==> config.mk <==
export PLATFORM = sky130hd
export DESIGN_NAME = shift_accum_flat
export DESIGN_NICKNAME = d
export VERILOG_FILES = /design/src/rtl/shift_accum_if.sv /design/src/rtl/shift_accum.sv /design/src/flat_wrapper.sv
export SDC_FILE = /design/constraint.sdc
export NUM_CORES = 1
export LEC_CHECK = 0
export ABC_AREA = 0
export BUFFER_PORTS_ARGS = -buffer_cell sky130_fd_sc_hd__buf_4
export CAP_MARGIN = 5
export CORE_MARGIN = 2
export CORE_UTILIZATION = 30
export DETAILED_ROUTE_END_ITERATION = 8
export PLACE_DENSITY_LB_ADDON = 0.2
export SLEW_MARGIN = 40
export SYNTH_ARGS = -nofsm -noshare
export SYNTH_HDL_FRONTEND = slang
export SYNTH_SLANG_ARGS = --single-unit
==> constraint.sdc <==
create_clock -name clk -period 3.08 [get_ports clk]
set_input_delay 0.154 -clock clk [delete_from_list [all_inputs] [get_ports clk]]
set_output_delay 0.154 -clock clk [all_outputs]
set_load 0.05 [all_outputs]
==> src/rtl/shift_accum_if.sv <==
// Handshake bundle between the shifter stage, shift_accum and its downstream consumer.
// The slave modport is the accumulator's view of the bundle; the master modport is the view of its neighbours.
interface shift_accum_if #(
    parameter int WIDTH     = 8,
    parameter int ACC_WIDTH = 10
);
    logic                 in_valid;
    logic                 in_ready;
    logic [WIDTH-1:0]     in_data;
    logic                 flush;
    logic                 out_valid;
    logic                 out_ready;
    logic [ACC_WIDTH-1:0] out_sum;
    logic [7:0]           out_count;
    logic                 out_ovf;

    modport slave (
        input  in_valid, in_data, flush, out_ready,
        output in_ready, out_valid, out_sum, out_count, out_ovf
    );

    modport master (
        output in_valid, in_data, flush, out_ready,
        input  in_ready, out_valid, out_sum, out_count, out_ovf
    );
endinterface

==> src/rtl/shift_accum.sv <==
// Group accumulator behind the shifter stage: sums COUNT beats (or fewer on flush) and holds the total.
// Optional macro SHIFT_ACCUM_SAT_EN clamps the accumulator to all-ones once a group overflows.
//
// state | meaning
// ACCUM | accepting beats, building the group total
// HOLD  | result presented, waiting for out_ready
module shift_accum #(
    parameter int WIDTH     = 8,
    parameter int COUNT     = 4,
    parameter int ACC_WIDTH = 10
) (
    input  logic            clk,
    input  logic            rst,
    shift_accum_if.slave    bus
);
    typedef enum logic {ACCUM, HOLD} state_t;

    localparam logic [7:0] COUNT_L = 8'(COUNT);

    state_t               state;
    logic [ACC_WIDTH-1:0] acc;
    logic [7:0]           cnt;
    logic                 grp_ovf;

    logic                 beat;
    logic                 close;
    logic [ACC_WIDTH:0]   nxt;
    logic                 nxt_ovf;
    logic [ACC_WIDTH-1:0] acc_upd;
    logic [ACC_WIDTH-1:0] sum_close;
    logic [7:0]           cnt_inc;

    assign bus.in_ready = (state == ACCUM);

    always_comb begin
        beat    = 1'b0;
        close   = 1'b0;
        nxt     = '0;
        nxt_ovf = grp_ovf;
        acc_upd = acc;
        sum_close = acc;
        cnt_inc = cnt + 8'd1;

        beat = bus.in_valid && (state == ACCUM);
        nxt  = {1'b0, acc} + {{(ACC_WIDTH + 1 - WIDTH){1'b0}}, bus.in_data};
        if (beat) begin
            nxt_ovf = grp_ovf | nxt[ACC_WIDTH];
`ifdef SHIFT_ACCUM_SAT_EN
            acc_upd = nxt_ovf ? {ACC_WIDTH{1'b1}} : nxt[ACC_WIDTH-1:0];
`else
            acc_upd = nxt[ACC_WIDTH-1:0];
`endif
        end
        sum_close = acc_upd;
        close = (beat && (cnt_inc == COUNT_L)) ||
                (bus.flush && (state == ACCUM) && ((cnt != 8'd0) || beat));
    end

    always_ff @(posedge clk) begin
        if (rst) begin
            state         <= ACCUM;
            acc           <= '0;
            cnt           <= '0;
            grp_ovf       <= 1'b0;
            bus.out_valid <= 1'b0;
            bus.out_sum   <= '0;
            bus.out_count <= '0;
            bus.out_ovf   <= 1'b0;
        end else begin
            case (state)
                ACCUM: begin
                    if (close) begin
                        bus.out_sum   <= sum_close;
                        bus.out_count <= beat ? cnt_inc : cnt;
                        bus.out_ovf   <= nxt_ovf;
                        bus.out_valid <= 1'b1;
                        acc           <= '0;
                        cnt           <= '0;
                        grp_ovf       <= 1'b0;
                        state         <= HOLD;
                    end else if (beat) begin
                        acc     <= acc_upd;
                        cnt     <= cnt_inc;
                        grp_ovf <= nxt_ovf;
                    end
                end
                HOLD: begin
                    // result stays frozen until the consumer takes it; flush has no effect here
                    if (bus.out_ready) begin
                        bus.out_valid <= 1'b0;
                        state         <= ACCUM;
                    end
                end
                default: state <= ACCUM;
            endcase
        end
    end
endmodule

==> src/flat_wrapper.sv <==
// flat-port wrapper written by rule: the top's interface ports become plain ports
module shift_accum_flat 
#(
    parameter int WIDTH     = 8,
    parameter int COUNT     = 4,
    parameter int ACC_WIDTH = 10
)
  (clk, rst, bus_in_valid, bus_in_data, bus_flush, bus_out_ready, bus_in_ready, bus_out_valid, bus_out_sum, bus_out_count, bus_out_ovf);
  shift_accum_if #(.WIDTH(WIDTH), .ACC_WIDTH(ACC_WIDTH)) bus_i ();
  input  logic clk;
  input  logic rst;
  input wire logic [$bits(bus_i.in_valid)-1:0] bus_in_valid;
  input wire logic [$bits(bus_i.in_data)-1:0] bus_in_data;
  input wire logic [$bits(bus_i.flush)-1:0] bus_flush;
  input wire logic [$bits(bus_i.out_ready)-1:0] bus_out_ready;
  output wire logic [$bits(bus_i.in_ready)-1:0] bus_in_ready;
  output wire logic [$bits(bus_i.out_valid)-1:0] bus_out_valid;
  output wire logic [$bits(bus_i.out_sum)-1:0] bus_out_sum;
  output wire logic [$bits(bus_i.out_count)-1:0] bus_out_count;
  output wire logic [$bits(bus_i.out_ovf)-1:0] bus_out_ovf;
  assign bus_i.in_valid = bus_in_valid;
  assign bus_i.in_data = bus_in_data;
  assign bus_i.flush = bus_flush;
  assign bus_i.out_ready = bus_out_ready;
  assign bus_in_ready = bus_i.in_ready;
  assign bus_out_valid = bus_i.out_valid;
  assign bus_out_sum = bus_i.out_sum;
  assign bus_out_count = bus_i.out_count;
  assign bus_out_ovf = bus_i.out_ovf;
  shift_accum #(.WIDTH(WIDTH), .COUNT(COUNT), .ACC_WIDTH(ACC_WIDTH)) u_core (.clk(clk), .rst(rst), .bus(bus_i));
endmodule
==> impl_metrics.py, run 1 <==
metrics = {
    "routing": {
        "avgViaCountPerCell": 4.79,
        "ant_nets": 0,
        "top_layer_used": "met4",
        "drc": 0,
        "wl_met1_um": 2280,
        "firstDrtPassIters": 4,
        "dr_wl_met2_um": 2100,
        "routed_wl_um": 4570,
        "vias": 1742,
        "wl_met3_um": 166,
        "dr.first_iter.drc_count": 71,
        "wire_per_inst_um": 12.6,
    },
    "cells_and_area": {
        "nets": 292,
        "area_growth_pct": 18.2,
        "n_antenna_cell": 0,
        "finish.utilization_pct": 36.5,
        "drive_above_1_share_pct": 20.1,
        "final_cells": 364,
    },
    "global_route": {
        "grt_pass1_vias": 1676,
        "grt-ovfl-total": 0,
        "grt_start_max_net_pins": 43,
        "antenna_found_initial": 0,
        "grt.total_usage_pct": 13.2,
        "grt_pass1_wl_um": 8050,
    },
    "sta": {
        "setup_violations": 0,
        "finalClockSkew_ps": 7.40,
        "maxSlewViolCount": 0,
        "worst_pin_slew_ps": 644,
        "fin_setup_tns_ps": 0,
        "finalCritPeriodShare_pct": 79.1,
        "fmax_ghz": 0.411,
        "min_period_ps": 2440,
        "setup_ws_ps": 645,
        "final_hold_viol_count": 0,
        "relSlewSlack_pct": 56.0,
        "rsz0062_at_grt": "no",
    },
    "logic_synthesis": {
        "syn-cell-area_mm2": 0.00210,
        "synth-seq-area-share_pct": 38.2,
        "synthSimpleGateAreaFrac_pct": 18.6,
        "synth_top_family_by_area": "compound AO/OA/AOI/OAI gates",
        "synth_area_per_cell_um2": 8.74,
        "synth_cell_types": 47,
        "synth_warnings": 0,
        "synth_compound_area_share_pct": 25.0,
        "synthFlopType": "dfxtp_1",
        "synthCells": 240,
        "async_reset_ff_share_pct": 0,
        "synth_seq_cells": 40,
        "syn_nets": 264,
        "synth-edff-count": 0,
        "muxShareOfSynthArea_pct": 1.91,
        "synth-xor-area-share_pct": 3.76,
        "synth_fa_ha_area_share_pct": 6.92,
    },
    "floorplan": {
        "core_area_mm2": 0.00679,
        "die_h_um": 87.6,
        "start_util_pct": 30.9,
        "die_x_um": 87.6,
        "dieArea_mm2": 0.00768,
        "io_pins": 34,
        "row_count": 30,
    },
    "setup_path": {
        "crit_family": "compound AO/OA/AOI/OAI gates",
        "critPathLaunchType": "register",
        "critPathCaptureType": "register",
        "worst_ep_arrival_time_ps": 2570,
        "cp_max_fo": 4,
        "max_stage_delay_ps": 590,
        "critPathSlowestCell": "a2111oi_0",
        "cp_num_buf_inv": 0,
        "worstPathCellList": "ha_1 > fa_1 > a211o_1 > nand2_1 > nor3_1 > a2111oi_0 > o32ai_1",
        "path_class": "register to register",
        "critPathRequiredTime_ps": 3220,
    },
    "cts": {
        "root_buffer": "clkbuf_8",
        "ctsResizeCount": 0,
        "cts_buffers": 5,
        "clockBufferDepth": 2,
        "clk_pin_slew_worst_paths_ps": 80,
        "h-tree-depth": 2,
        "clk-insertion-delay-late_ps": 290,
        "cts_tree": "built",
        "cts_setup_buffers": 0,
        "clkSinkCount": 40,
        "hold_buffers": 0,
    },
    "placed_design": {
        "dpl.cell_count": 357,
        "numPortBuffers": 33,
        "finalWeightedCongestion": 0.840,
        "dpl.hpwl_um": 3210,
        "preCtsSetupSlack_ps": 717,
    },
    "power_and_ir_drop": {
        "p_leak_nw": 0.969,
        "intPower_mw": 0.855,
        "pwr-share-clk_pct": 25.5,
        "switching_share_pct": 35.6,
        "seqPwrFrac_pct": 44.0,
        "vdd_drop_max_mv": 0.237,
        "p_comb_share_pct": 30.6,
        "powerDensity_mw_per_mm2": 535,
        "p_switching_mw": 0.472,
    },
    "outcome": {
        "status": "finished, final reports clean",
    },
    "flow_run": {
        "drv_cap": 0,
    },
    "min_path": {
        "hp-class": "input pin to register",
    },
}
-- layer usage --
layer / track usage [%] / vias to the layer above
met2: 20.5 / 30
met4: 3.36 / 0
met5: 0 / -
met1: 18.3 / 797
met3: 3.39 / 2
li1: - / 913
-- synth_stat cells, types with 4 or more instances --
| cell | count | area, um^2 |
|---|---|---|
| o21ai_0 | 9 | 45.0 |
| nand2_1 | 12 | 45.0 |
| mux2i_1 | 4 | 40.0 |
| xnor2_1 | 5 | 43.8 |
| inv_1 | 10 | 37.5 |
| a211oi_1 | 13 | 97.6 |
| a211oi_2 | 9 | 113 |
| nor2_1 | 47 | 176 |
| nand3_1 | 6 | 30.0 |
| dfxtp_1 | 40 | 801 |
| ha_1 | 10 | 125 |
| clkbuf_1 | 6 | 22.5 |
| xor2_1 | 4 | 35.0 |
| a21oi_1 | 11 | 55.1 |
-- power by group through the flow --
stage,combinational [mW],sequential (mW),clock (mW)
floorplan,0.229,0.679,0
global placement,0.410,0.596,0
detailed placement,0.408,0.596,0
CTS,0.410,0.584,0.359
global route,0.451,0.590,0.374
finish,0.406,0.583,0.338
-- worst paths after layout --
| path | endpoint | cells after the start | from | slack [ps] |
|---|---|---|---|---|
| hold / removal | u_core.bus.out_valid | 2 | bus_out_ready | 50 |
| setup reg to reg | u_core.bus.out_sum[6] | 7 | u_core.acc[0] | 640 |
| hold reg to reg | u_core.grp_ovf | 2 | u_core.grp_ovf | 490 |
| setup / recovery | u_core.bus.out_sum[6] | 7 | u_core.acc[0] | 640 |
-- per-stage QoR --
| stage | hold WS (ps) | instance area [um^2] | power [mW] |
|---|---|---|---|
| final | 50.6 | 2480 | 1.33 |
| after global routing | 41.3 | 2480 | 1.41 |
| after CTS | 40.2 | 2480 | 1.35 |
| after detailed placement | 355 | 2400 | 1.00 |
| after global placement | 350 | 2400 | 1.01 |
| after floorplan | 253 | 2100 | 0.908 |
-- layout make-up --
| cell class | instances | area (um^2) |
|---|---|---|
| clock buffer | 5 | 68.8 |
| clock inverter | 2 | 12.5 |
| fill | 719 | 4310 |
| inverter | 10 | 37.5 |
| multi-input combinational | 176 | 1180 |
| sequential | 40 | 801 |
| tap | 96 | 120 |
| timing repair buffer | 35 | 263 |
-- registers in the layout, summed over array words and instances, names as in the netlist --
name and count:
u_core.cnt 8, u_core.grp_ovf 1, u_core.bus.out_ovf 1, u_core.acc 10, u_core.bus.out_count 8, u_core.bus.out_valid 1, u_core.bus.out_sum 10, u_core.state 1
-- kinds of logic after synthesis --
family	after synthesis
and+or+nand+nor	86
AOI/OAI and AO/OA	66
DFF	40
buffers and inverters	24
adders and majority gates	11
xor gates and xnor gates	9
muxes	4
-- layout by cell type (no fill, tap or decap), drive strengths merged, types with 4 or more instances in the layout --
cell    count
a211oi     22
a21oi      11
buf        35
clkbuf      5
dfxtp      40
ha         10
inv        10
mux2i       4
nand2      12
nand3       6
nor2       47
nor4        4
o21ai       9
xnor2       5
xor2        4
-- worst register-to-register path, cell delays in order, from the launching register on --
cell       delay, ps
dfxtp_1          320
ha_1             220
fa_1             440
a211o_1          330
nand2_1          130
nor3_1            60
a2111oi_0        590
o32ai_1          200
Power figures use the tool's default switching activity.
==> run 2, diff against run 1 <==
- clock period: 3.08 -> 2.2 ns (I/O delays scaled with it)
==> impl_metrics.py, run 2 (synthesis gave the netlist of run 1 again) <==
metrics = {
    "sta": {
        "min_period_ps": 2070,
        "finalCritPeriodShare_pct": 93.9,
        "maxSlewViolCount": 0,
        "setup_violations": 0,
        "relSlewSlack_pct": 71.7,
        "fin_setup_tns_ps": 0,
        "finalClockSkew_ps": 5.92,
        "hold_ws_ps": 197,
        "rsz0062_at_grt": "no",
        "fmax_ghz": 0.484,
        "worst_pin_slew_ps": 420,
        "final_hold_viol_count": 0,
    },
    "routing": {
        "firstDrtPassIters": 4,
        "vias": 1836,
        "routed_wl_um": 4830,
        "dr.first_iter.drc_count": 69,
        "drc": 0,
        "wire_per_inst_um": 12.8,
        "ant_nets": 0,
        "avgViaCountPerCell": 4.87,
    },
    "setup_path": {
        "worstPathCellList": "ha_1 > fa_1 > buf_4 > a21o_1 > a211o_1 > and3_1 > a21oi_1 > a211oi_1",
        "critPathCaptureType": "register",
        "crit_family": "compound AO/OA/AOI/OAI gates",
        "critPathRequiredTime_ps": 2370,
        "cp_num_buf_inv": 1,
        "max_stage_delay_ps": 400,
        "critPathSlowestCell": "fa_1",
        "critPathLaunchType": "register",
        "worst_ep_arrival_time_ps": 2240,
        "cp_max_fo": 3,
        "cp-startpoint": "u_core.acc[0]",
        "path_class": "register to register",
        "regToRegStartpoint": "u_core.acc[0]",
    },
    "global_route": {
        "grt_start_max_net_pins": 28,
        "grt-ovfl-total": 0,
        "antenna_found_initial": 0,
        "grt_pass1_wl_um": 8330,
        "grt_pass1_vias": 1808,
        "grt.total_usage_pct": 13.8,
    },
    "cells_and_area": {
        "finish.utilization_pct": 38.1,
        "area_growth_pct": 23.4,
        "mostFrequentLayoutCells": "47 x nor2_1, 46 x buf_4, 40 x dfxtp_1",
        "stdcell_area_mm2": 0.00259,
        "drive_above_1_share_pct": 23.1,
        "nets": 304,
        "n_antenna_cell": 0,
        "final_common_cell": "nor2_1",
        "reg_top3": "u_core.acc: 10 flops, u_core.bus.out_sum: 10 flops",
    },
    "cts": {
        "cts_setup_buffers": 0,
        "clk-insertion-delay-late_ps": 290,
        "clk_pin_slew_worst_paths_ps": 70,
        "cts_tree": "built",
        "clockBufferDepth": 2,
        "clkSinkCount": 40,
        "cts_buffers": 5,
        "h-tree-depth": 2,
        "root_buffer": "clkbuf_8",
    },
    "placed_design": {
        "numPortBuffers": 33,
        "dpl_cell_area_mm2": 0.00248,
        "finalWeightedCongestion": 0.838,
        "dpl.hpwl_um": 3590,
    },
    "floorplan": {
        "row_count": 30,
        "start_util_pct": 30.9,
        "die_h_um": 87.6,
        "dieArea_mm2": 0.00768,
        "io_pins": 34,
        "die_x_um": 87.6,
        "core_area_mm2": 0.00679,
    },
    "flow_run": {
        "drv_cap": 0,
    },
    "outcome": {
        "status": "finished, final reports clean",
    },
    "power_and_ir_drop": {
        "p_total_mw": 1.93,
        "p_leak_nw": 1.03,
        "vdd_drop_max_mv": 0.403,
        "powerDensity_mw_per_mm2": 747,
    },
    "min_path": {
        "hp-start": "bus_in_data[0]",
        "hp-class": "input pin to register",
    },
}
run 2: cell types whose count changed in the layout (fill, tap and decap cells not counted):
| cell | before | now |
|---|---|---|
| clkinv_2 | 1 | 0 |
| clkinvlp_4 | 1 | 0 |
| o21ai_1 | 0 | 1 |
| a2111oi_0 | 1 | 0 |
| buf_4 | 35 | 46 |
| clkbuf_8 | 5 | 6 |
| dlygate4sd3_1 | 0 | 1 |
| clkbuf_1 | 0 | 2 |
| a2111oi_2 | 0 | 1 |
| o21ai_0 | 9 | 8 |
run 2: tightest hold or removal path, stage by stage:
cell	delay (ps)
buf_4	80
ha_1	110
mux2i_1	80
nor2_1	80
run 2: cell type report:
cell class / count / area (um^2)
Clock buffer: 8 / 90.1
Fill cell: 724 / 4210
Inverter: 10 / 37.5
Multi-Input combinational cell: 176 / 1180
Sequential cell: 40 / 801
Tap cell: 96 / 120
Timing Repair Buffer: 47 / 355
run 2: final timing paths:
kind	end	slack, ps	cells after the start
max	u_core.bus.out_sum[4]	130	8
min	u_core.acc[0]	200	4
min reg2reg	u_core.grp_ovf	480	2
max reg2reg	u_core.bus.out_sum[4]	130	8
run 2: what timing repair did:
item,in CTS,in global routing
hold endpoints to repair,1,0
pin swaps,0,1
setup endpoints to repair,2,4
hold buffers,1,0
resized for setup,2,1
run 2: stage by stage:
stage	setup WS, ps	cells
finish	134	377
detailed placement	-57.4	368
global route	7.39	377
global placement	-61.0	368
CTS	69.2	377
floorplan	77.9	240
run 2: layer usage:
layer | GRT usage [%] | vias to the layer above | share of wire (%)
met5 | 0 | - | 0
met4 | 4.48 | 0 | 1.4
met3 | 4.52 | 7 | 5.1
met2 | 22.2 | 41 | 46
met1 | 17.7 | 854 | 47
li1 | - | 934 | -
run 2: power breakdown:
group	internal [mW]	switching, mW	total, mW
combinational	0.228	0.381	0.608
sequential	0.782	0.0349	0.817
clock	0.256	0.251	0.507
